File: src/rtl/gray_sched.sv
// Round-robin scheduler that lends a shared 3-bit gray counter to one of two
// requesters, runs it for the winner's step count and captures the final code.
module gray_sched (
   input  logic       Clk,
   input  logic       Reset,
   input  logic [1:0] Req,
   input  logic [3:0] Len0,
   input  logic [3:0] Len1,
   input  logic [2:0] GrayIn,
   input  logic       CntOvf,
   output logic       CntEn,
   output logic       CntClr,
   output logic [1:0] Grant,
   output logic [1:0] Done,
   output logic       Abort,
   output logic [2:0] Result,
   output logic       Wrapped,
   output logic       Busy
);

   typedef enum logic [1:0] {IDLE, CLEAR, RUN, DONE} state_t;

   state_t     state, state_nxt;
   logic       last;
   logic       win;
   logic [3:0] rem;
   logic       owner_req;

   // With both requesting, the one that did not win last time goes next.
   always_comb begin
      if (Req == 2'b11) win = ~last;
      else              win = Req[1];
   end

   assign owner_req = |(Grant & Req);
   assign Busy      = (state != IDLE);

   always_comb begin
      state_nxt = state;
      CntEn     = 1'b0;
      CntClr    = 1'b0;
      Abort     = 1'b0;
      Done      = 2'b00;
      case (state)
         IDLE: begin
            if (Req != 2'b00) state_nxt = CLEAR;
         end
         CLEAR: begin
            CntClr = 1'b1;
            if (!owner_req) begin
               Abort     = 1'b1;
               state_nxt = IDLE;
            end else if (rem != 4'd0) begin
               state_nxt = RUN;
            end else begin
               state_nxt = DONE;
            end
         end
         RUN: begin
            if (!owner_req) begin
               Abort     = 1'b1;
               state_nxt = IDLE;
            end else begin
               CntEn = 1'b1;
               if (rem == 4'd1) state_nxt = DONE;
            end
         end
         DONE: begin
            Done      = Grant;
            state_nxt = IDLE;
         end
         default: state_nxt = IDLE;
      endcase
   end

   always_ff @(posedge Clk or negedge Reset) begin
      if (!Reset) state <= IDLE;
      else        state <= state_nxt;
   end

   always_ff @(posedge Clk or negedge Reset) begin
      if (!Reset) begin
         last    <= 1'b1;
         rem     <= 4'd0;
         Grant   <= 2'b00;
         Result  <= 3'b000;
         Wrapped <= 1'b0;
      end else begin
         case (state)
            IDLE: begin
               if (Req != 2'b00) begin
                  Grant <= win ? 2'b10 : 2'b01;
                  last  <= win;
                  rem   <= win ? Len1 : Len0;
               end
            end
            RUN: begin
               if (CntEn) rem <= rem - 4'd1;
            end
            DONE: begin
               Result  <= GrayIn;
               Wrapped <= CntOvf;
            end
            default: ;
         endcase
         // Ownership is released on every return to IDLE, completed or aborted.
         if (state != IDLE && state_nxt == IDLE) Grant <= 2'b00;
      end
   end

endmodule

File: config.mk
export PLATFORM = sky130hd
export DESIGN_NAME = gray_sched
export DESIGN_NICKNAME = d
export VERILOG_FILES = /design/src/rtl/gray_sched.sv
export SDC_FILE = /design/constraint.sdc
export NUM_CORES = 1
export LEC_CHECK = 0
export ABC_CLOCK_PERIOD_IN_PS = 1400
export CAP_MARGIN = 20
export CORE_MARGIN = 5
export CORE_UTILIZATION = 40
export DETAILED_ROUTE_END_ITERATION = 8
export PLACE_DENSITY = 0.79
export REMOVE_ABC_BUFFERS = 1
export SLEW_MARGIN = 20
export SYNTH_ARGS = -nofsm -noshare
export SYNTH_HDL_FRONTEND = slang
export SYNTH_SLANG_ARGS = --single-unit
File: constraint.sdc
create_clock -name Clk -period 1.4 [get_ports Clk]
set_input_delay 0.28 -clock Clk [delete_from_list [all_inputs] [get_ports Clk]]
set_output_delay 0.28 -clock Clk [all_outputs]
set_load 0.01 [all_outputs]
; Yosys cells after proc, flatten, opt, wreduce, memory -nomap -nowiden
; Cells that the tools add are included.
[totals]
register_bits = 13
inputBits = 16
out_inout_bits = 12
wordCells = 51
[op_classes]
addsub = 1
n_eq_ne = 7
mux = 21
bitwise = 2
reduce_logical = 14
[ops]
columns = cell, n
row1 = 2-to-1 mux 2 bit, 9
row2 = 2-to-1 mux 4 bit, 3
row3 = nonzero test 2 bit, 5
row4 = one-hot mux 2 bit (4 select lines), 1
row5 = one-hot mux 4 bit (2 select lines), 1
row6 = 2-to-1 mux 1 bit, 7
row7 = "equality test 2 bit, second input constant", 3
row8 = "equality test 4 x 1 -> 1 bit, second input constant", 1
row9 = zero test 2 bit, 2
row10 = "!= test 2 bit, second input constant", 2
row11 = AND reduction 2 bit, 2
row12 = nonzero test 4 bit, 1
row13 = OR reduction 2 bit, 2
row14 = "subtractor 4 x 1 -> 4 bit, second input constant", 1
row15 = AND reduction 3 bit, 1
row16 = AND 2 bit, 1
row17 = "equality test 2 x 1 -> 1 bit, second input constant", 1
row18 = logical AND 1 bit, 1
row19 = NOT 1 bit, 1

; Logic depth before layout (Yosys ltp)
; Gate-level depths: netlist of the first run.
[logic_depth]
ltp_word = 8
mapped_depth = 6
mapped_depth_nobuf = 6

; Worst setup path before layout of the first run
; No wires, ideal clock.
[synth_timing]
kind = reg2reg
startpoint = register state[0]
endpoint = register Grant[0]
setup_time_ns = 0.087
arrival_time_ns = 1.357
t_required_ns = 1.313
path_slack_ns = -0.043
stages_incl_launch_ff = 7
path_buffers = 1
period_less_slack_ns = 1.443
cell_sequence = dfrtp_1 inv_1 ha_1 clkbuf_8 nand2_4 o211a_1 a211oi_2
[synth_between]
elab_chain_cells = 7
word_cells_on_any_way = 15
cone_classes = eq/ne: 3 / mux: 5 / reduce/logical: 7
[synth_rtl]
columns = element, line_no
row1 = start: declaration, 23  ; state_t state, state_nxt;
row2 = start signal: assignment, 78  ; else state <= state_nxt;
row3 = 2-to-1 mux 2 bit, 65  ; if (rem == 4'd1) state_nxt = DONE;
row4 = 2-to-1 mux 2 bit, 60  ; if (!owner_req) begin
row5 = one-hot mux 2 bit (4 select lines), 44  ; case (state)
row6 = zero test 2 bit, 107  ; if (state != IDLE && state_nxt == IDLE) Grant <= 2'b00;
row7 = logical AND 1 bit, 107
row8 = nonzero test 2 bit (no line), -
row9 = AND reduction 2 bit (no line), -
row10 = end signal: assignment, 92  ; Grant <= win ? 2'b10 : 2'b01;
row11 = end: declaration, 13  ; output logic [1:0] Grant,
; Several ways; a longest one is shown, not always the timed one.
; A chain may end at the register's enable or synchronous reset.

; Final worst setup path of the first run
[layout_timing]
startpoint = register state[1]
endpoint = output port Abort
[layout_between]
elab_chain_cells = 3
word_cells_on_any_way = 4
cone_classes = eq/ne: 2 / mux: 1 / reduce/logical: 1
[layout_rtl]
columns = element, line_no
row1 = equality test 2 bit or equality test 2 x 1 -> 1 bit (tied branches), 44
row2 = OR reduction 2 bit (no line) (*), -
row3 = 2-to-1 mux 1 bit (*), -
row4 = end: declaration, 15  ; output logic Abort,
; Every way passes the cells marked *; elsewhere a longest branch is shown, timed or not.

==> results of run 1 <==
metal layers:
metal,vias up,track usage,wire [µm]
li1,427,-,-
met1,404,0.158,956
met2,24,0.295,1340
met3,8,0.0573,129
met4,0,0.105,65
met5,-,0,0
placed cells by master, fill, tap and decap left out, types with 4 or more instances in the layout:
master	count
dlygate4sd2_1	6
dfrtp_1	12
clkdlybuf4s50_1	13
a21oi_1	5
buf_6	16
ha_4	4
buf_4	20
nand2_1	7
inv_2	4
mux2_2	6
flip-flops by register name, summed over array words and instances (netlist names):
signal   flops
Result       3
Grant        2
last         1
state        2
rem          4
Wrapped      1
worst max-delay path: cells and delay by family (launching register included):
family	cells	cell delay, ps
simple gates	1	70
buf+inv	3	250
flops	1	440
fa+ha+maj	1	270
report_power, final:
| group | leakage, nW | internal [mW] | total, mW | switching, mW |
|---|---|---|---|---|
| Sequential | 0.162 | 0.562 | 0.711 | 0.149 |
| Combinational | 0.586 | 1.12 | 2.03 | 0.904 |
| Clock | 0.0150 | 0.111 | 0.240 | 0.130 |
timing repair:
action	in CTS	in global routing
setup buffers	7	3
endpoints found under the hold margin	0	0
setup endpoints to repair	19	16
resized for setup	59	24
pin swaps	9	7
per-stage QoR:
stage           util  instances  cell area, µm²  hold slack [ps]  setup WS [ps]
2_1_floorplan      -         83             845            -15.6           -176
3_3_place_gp   0.660        160            1320              491           -478
3_5_place_dp   0.660        160            1320              499           -501
4_1_cts        0.737        171            1480              321           -180
5_1_grt        0.779        173            1560              351           -244
6_report       0.779        173            1560              315           -187
cells by family after synthesis:
family                   after synthesis  share of synthesized area
AO/OA/AOI/OAI                         25                      0.241
adder cells (fa/ha/maj)                7                      0.101
buffers and inverters                 10                     0.0565
flip-flops                            13                      0.378
multiplexers                           7                     0.0898
AND/OR/NAND/NOR                       23                      0.133
layout make-up:
class,count,area [µm²],share of cell area
Multi-Input combinational cell,62,592,0.380
Inverter,8,32.5,0.0209
Timing Repair Buffer,59,548,0.352
Sequential cell,13,327,0.209
Tap cell,27,33.8,0.0217
Clock buffer,4,26.3,0.0169
final timing paths:
check	slack, ps	endpoint	cells past startpoint	start
max in group asynchronous	840	last	2	Reset
min	310	state[0]	2	Reset
min in group Clk	480	last	3	Req[0]
min reg2reg	510	Wrapped	1	Wrapped
max reg2reg	-170	rem[1]	8	state[1]
max	-190	Abort	5	state[1]
==> results.json, run 1 <==
{
  "hold_buffers": 0,
  "leakage_nw": 0.763,
  "vias_per_cell": 4.99,
  "synth_seq_cells": 13,
  "cts.reportedPaths.clkPinSlew_ps": 80,
  "crit_fanout": 3,
  "grt_pass1_vias": 971,
  "layout_min_cycle_time_ps": 1590,
  "io_pins": 28,
  "synth_top_cell_area_share": 0.348,
  "drc_errors": 0,
  "netlist_instances": 85,
  "critPathArrivalTime_ps": 1310,
  "numPortBuffers": 27,
  "ys_types": 32,
  "initial_core_util": 0.431,
  "dieArea_um2": 3190,
  "antenna_found_initial": 0,
  "die_x_um": 56.5,
  "critPathKind": "reg -> out",
  "ant_nets": 0,
  "hold_path_class": "in -> async",
  "core_um2": 2000,
  "synth_ff_type": "dfrtp_1",
  "first_pass_iters": 4,
  "setup_viol_count_final": 11,
  "cts_tree": "yes",
  "htreeDepth": 1,
  "drtIter0Drc": 19,
  "drt-total-wl_um": 2500,
  "path_cells": "inv_2 -> ha_4 -> inv_2 -> nor2_2 -> buf_2",
  "worstSkewPairLatency_ps": 280,
  "period_share": 1.13,
  "final_layout_size_suffix_gt1_frac": 0.514,
  "rsz0062_at_grt": "true",
  "die_h_um": 56.5,
  "crit_required_ps": 1120,
  "routabilityCongestion": 0.742,
  "max_cap_viol_count": 0,
  "fillers": 118,
  "critPathMaxStageDelay_ps": 440,
  "p_per_area_nw_per_um2": 1910,
  "layout.nets": 170,
  "finalHoldViolations": 0,
  "row_count": 16,
  "tightest_slew_ps": 435,
  "drv_slew": 0,
  "n_antenna_cell": 0,
  "ys_async_sr_fraction": 1.00,
  "ir_drop_v": 0.00115,
  "status": "finished with violations",
  "power_mw": 2.98,
  "grt_max_degree": 14,
  "grt_pass1_wl_um": 4110,
  "grt.overflow.total": 0,
  "cts_max_path_buffers": 2,
  "syn2layout_area_growth_pct": 80.6,
  "root_buffer": "clkbuf_4",
  "post-synth-top-count-cell": "dfrtp_1",
  "yosysTopAreaCell": "dfrtp_1",
  "grt_usage": 0.165,
  "synth_edf_count": 0,
  "synth.area.top_cells": "dfrtp_1, ha_1, mux2_2, nand2_1, a21oi_1",
  "synthesis.area_um2": 863,
  "setup_tns_ps": -1210,
  "wl_per_cell_um": 14.4,
  "ys_top_cells_by_count": "dfrtp_1, nand2_1, inv_1, ha_1",
  "yosys_warnings": 0,
  "cp-end-kind": "output port",
  "vias": 863,
  "max_freq_mhz": 630,
  "slew_headroom": 0.708,
  "yosysSeqAreaShare": 0.378,
  "setup_ws_ps": -187,
  "path_common_cell": "inv_2",
  "violations": "negative setup slack",
  "cts_inserted_buffers": 3,
  "startpoint_type": "register",
  "fin_worst_skew_ps": 4.11,
  "slowest_stage": "dfrtp_1",
  "syn_avg_cell_area_um2": 10.2,
  "clock-sinks": 13,
  "dp_hpwl_um": 1710
}
Power figures use the tool's default switching activity.
==> run 2: changes to the inputs <==
--- a/config.mk
+++ b/config.mk
@@ -7,7 +7,6 @@
 export LEC_CHECK = 0
 export ABC_CLOCK_PERIOD_IN_PS = 1400
 export CAP_MARGIN = 20
-export CORE_MARGIN = 5
 export CORE_UTILIZATION = 40
 export DETAILED_ROUTE_END_ITERATION = 8
 export PLACE_DENSITY = 0.79
==> run 2 against run 1 <==
  * The run still ends with negative setup slack left
  * Setup slack improved by 40 ps
  * Sequential cell count did not move
  * First-iteration DRC count fell by 47%
  * Highest routed layer unchanged
==> results.json, run 2 (synthesis gave the netlist of run 1 again) <==
{
  "ant_nets": 0,
  "hold_buffers": 0,
  "cts_tree": "yes",
  "drv_slew": 0,
  "violations": "negative setup slack",
  "worstSkewPairLatency_ps": 290,
  "die_h_um": 48.5,
  "path_cells": "buf_6 -> ha_4 -> buf_6 -> buf_6 -> a22oi_4 -> buf_6 -> nand2_2 -> o21ai_2",
  "leakage_nw": 0.764,
  "cts.reportedPaths.clkPinSlew_ps": 80,
  "setup_ws_ps": -147,
  "cts_max_path_buffers": 2,
  "max_freq_mhz": 646,
  "reg_top3": "rem (4), Result (3)",
  "grt_pass1_vias": 878,
  "critPathKind": "reg -> reg",
  "core_um2": 2000,
  "dieArea_um2": 2350,
  "place_inst": 162,
  "ir_drop_v": 0.00104,
  "initial_core_util": 0.431,
  "fin_worst_skew_ps": 6.12,
  "cts_inserted_buffers": 3,
  "drtIter0Drc": 10,
  "tightest_slew_ps": 248,
  "grt_pass1_wl_um": 4070,
  "stdcell_area_um2": 1570,
  "htreeDepth": 1,
  "n_antenna_cell": 0,
  "layout_common_cells": "buf_4, buf_6, clkdlybuf4s50_1",
  "dp_hpwl_um": 1660,
  "row_count": 16,
  "first_pass_iters": 4,
  "layout_min_cycle_time_ps": 1550,
  "crit_required_ps": 1620,
  "setup_viol_count_final": 10,
  "wl_per_cell_um": 15.0,
  "final_layout_size_suffix_gt1_frac": 0.548,
  "clock-sinks": 13,
  "slowest_stage": "dfrtp_2",
  "antenna_found_initial": 0,
  "drc_errors": 0,
  "critPathMaxStageDelay_ps": 440,
  "grt_max_degree": 14,
  "path_common_cell": "buf_6",
  "die_x_um": 48.5,
  "vias_per_cell": 5.19,
  "setup_tns_ps": -1080,
  "finalHoldViolations": 0,
  "routabilityCongestion": 0.903,
  "critPathArrivalTime_ps": 1760,
  "layout_commonest_cell": "buf_4",
  "top_register": "rem",
  "rsz0062_at_grt": "true",
  "numPortBuffers": 27,
  "period_share": 1.11,
  "vias": 898,
  "layout.nets": 170,
  "grt.overflow.total": 0,
  "drt-total-wl_um": 2590,
  "rr_worst_depth": 8,
  "hold_path_class": "in -> async",
  "final_cells": 173,
  "syn2layout_area_growth_pct": 82.0,
  "grt_usage": 0.233,
  "max_cap_viol_count": 0,
  "crit_fanout": 6,
  "r2r_setup_slack_ps": -150,
  "p_per_area_nw_per_um2": 1950,
  "root_buffer": "clkbuf_4",
  "io_pins": 28,
  "status": "finished with violations",
  "dpl_cell_area_um2": 1340,
  "hold_slack_ps": 284,
  "largest_reg_flops": 4,
  "fin_util": 0.785,
  "slew_headroom": 0.834,
  "startpoint_type": "register",
  "cp-end-kind": "register"
}
run 2: cell count changes in the layout (fill, tap and decap cells not counted), sizes merged:
| cell | delta |
|---|---|
| clkdlybuf4s15 | +1 |
| clkinv | +1 |
| clkbuf | -2 |
run 2: what timing repair did:
action	CTS	global route
setup buffers	6	1
gates resized for setup	62	24
pin swaps	8	6
endpoints found under the hold margin	0	0
endpoints found under the setup margin	19	16
run 2: per-layer routing:
layer	vias to the layer above	wire, µm	global-route usage
li1	424	-	-
met1	441	1010	0.277
met2	26	1400	0.406
met3	7	92	0.0157
met4	0	85	0.147
met5	-	0	0
run 2: critical path: cells and delay by family, from the launching register on:
family,cells,cell delay (ps)
buffers and inverters,4,540
DFF,1,440
AOI/OAI and AO/OA,2,280
adders and majority gates,1,160
and+or+nand+nor,1,50
run 2: layout make-up:
cell class | count | area, µm²
clock buffer | 3 | 22.5
sequential | 13 | 328
inverter | 8 | 32.5
tap | 27 | 33.8
clock inverter | 1 | 5.00
multi-input combinational | 62 | 608
timing repair buffer | 59 | 542
fill | 121 | 430
run 2: report_power, final:
| part | switching (mW) | internal, mW |
|---|---|---|
| clock | 0.132 | 0.106 |
| sequential | 0.163 | 0.563 |
| combinational | 0.944 | 1.15 |
run 2: worst paths after layout:
check / start / end
worst max register to register: state[1] / rem[1]
min in group Clk: Req[0] / last
max in group asynchronous: Reset / last
worst min register to register: Result[0] / Result[0]
worst min-delay path: Reset / Grant[0]
worst max-delay path: state[1] / rem[1]
run 2: through the flow:
stage / worst slack (ps) / power [mW]
2_1_floorplan: -176 / 1.47
5_1_grt: -214 / 3.27
4_1_cts: -172 / 2.79
3_5_place_dp: -544 / 2.33
6_report: -147 / 3.06
3_3_place_gp: -484 / 2.27
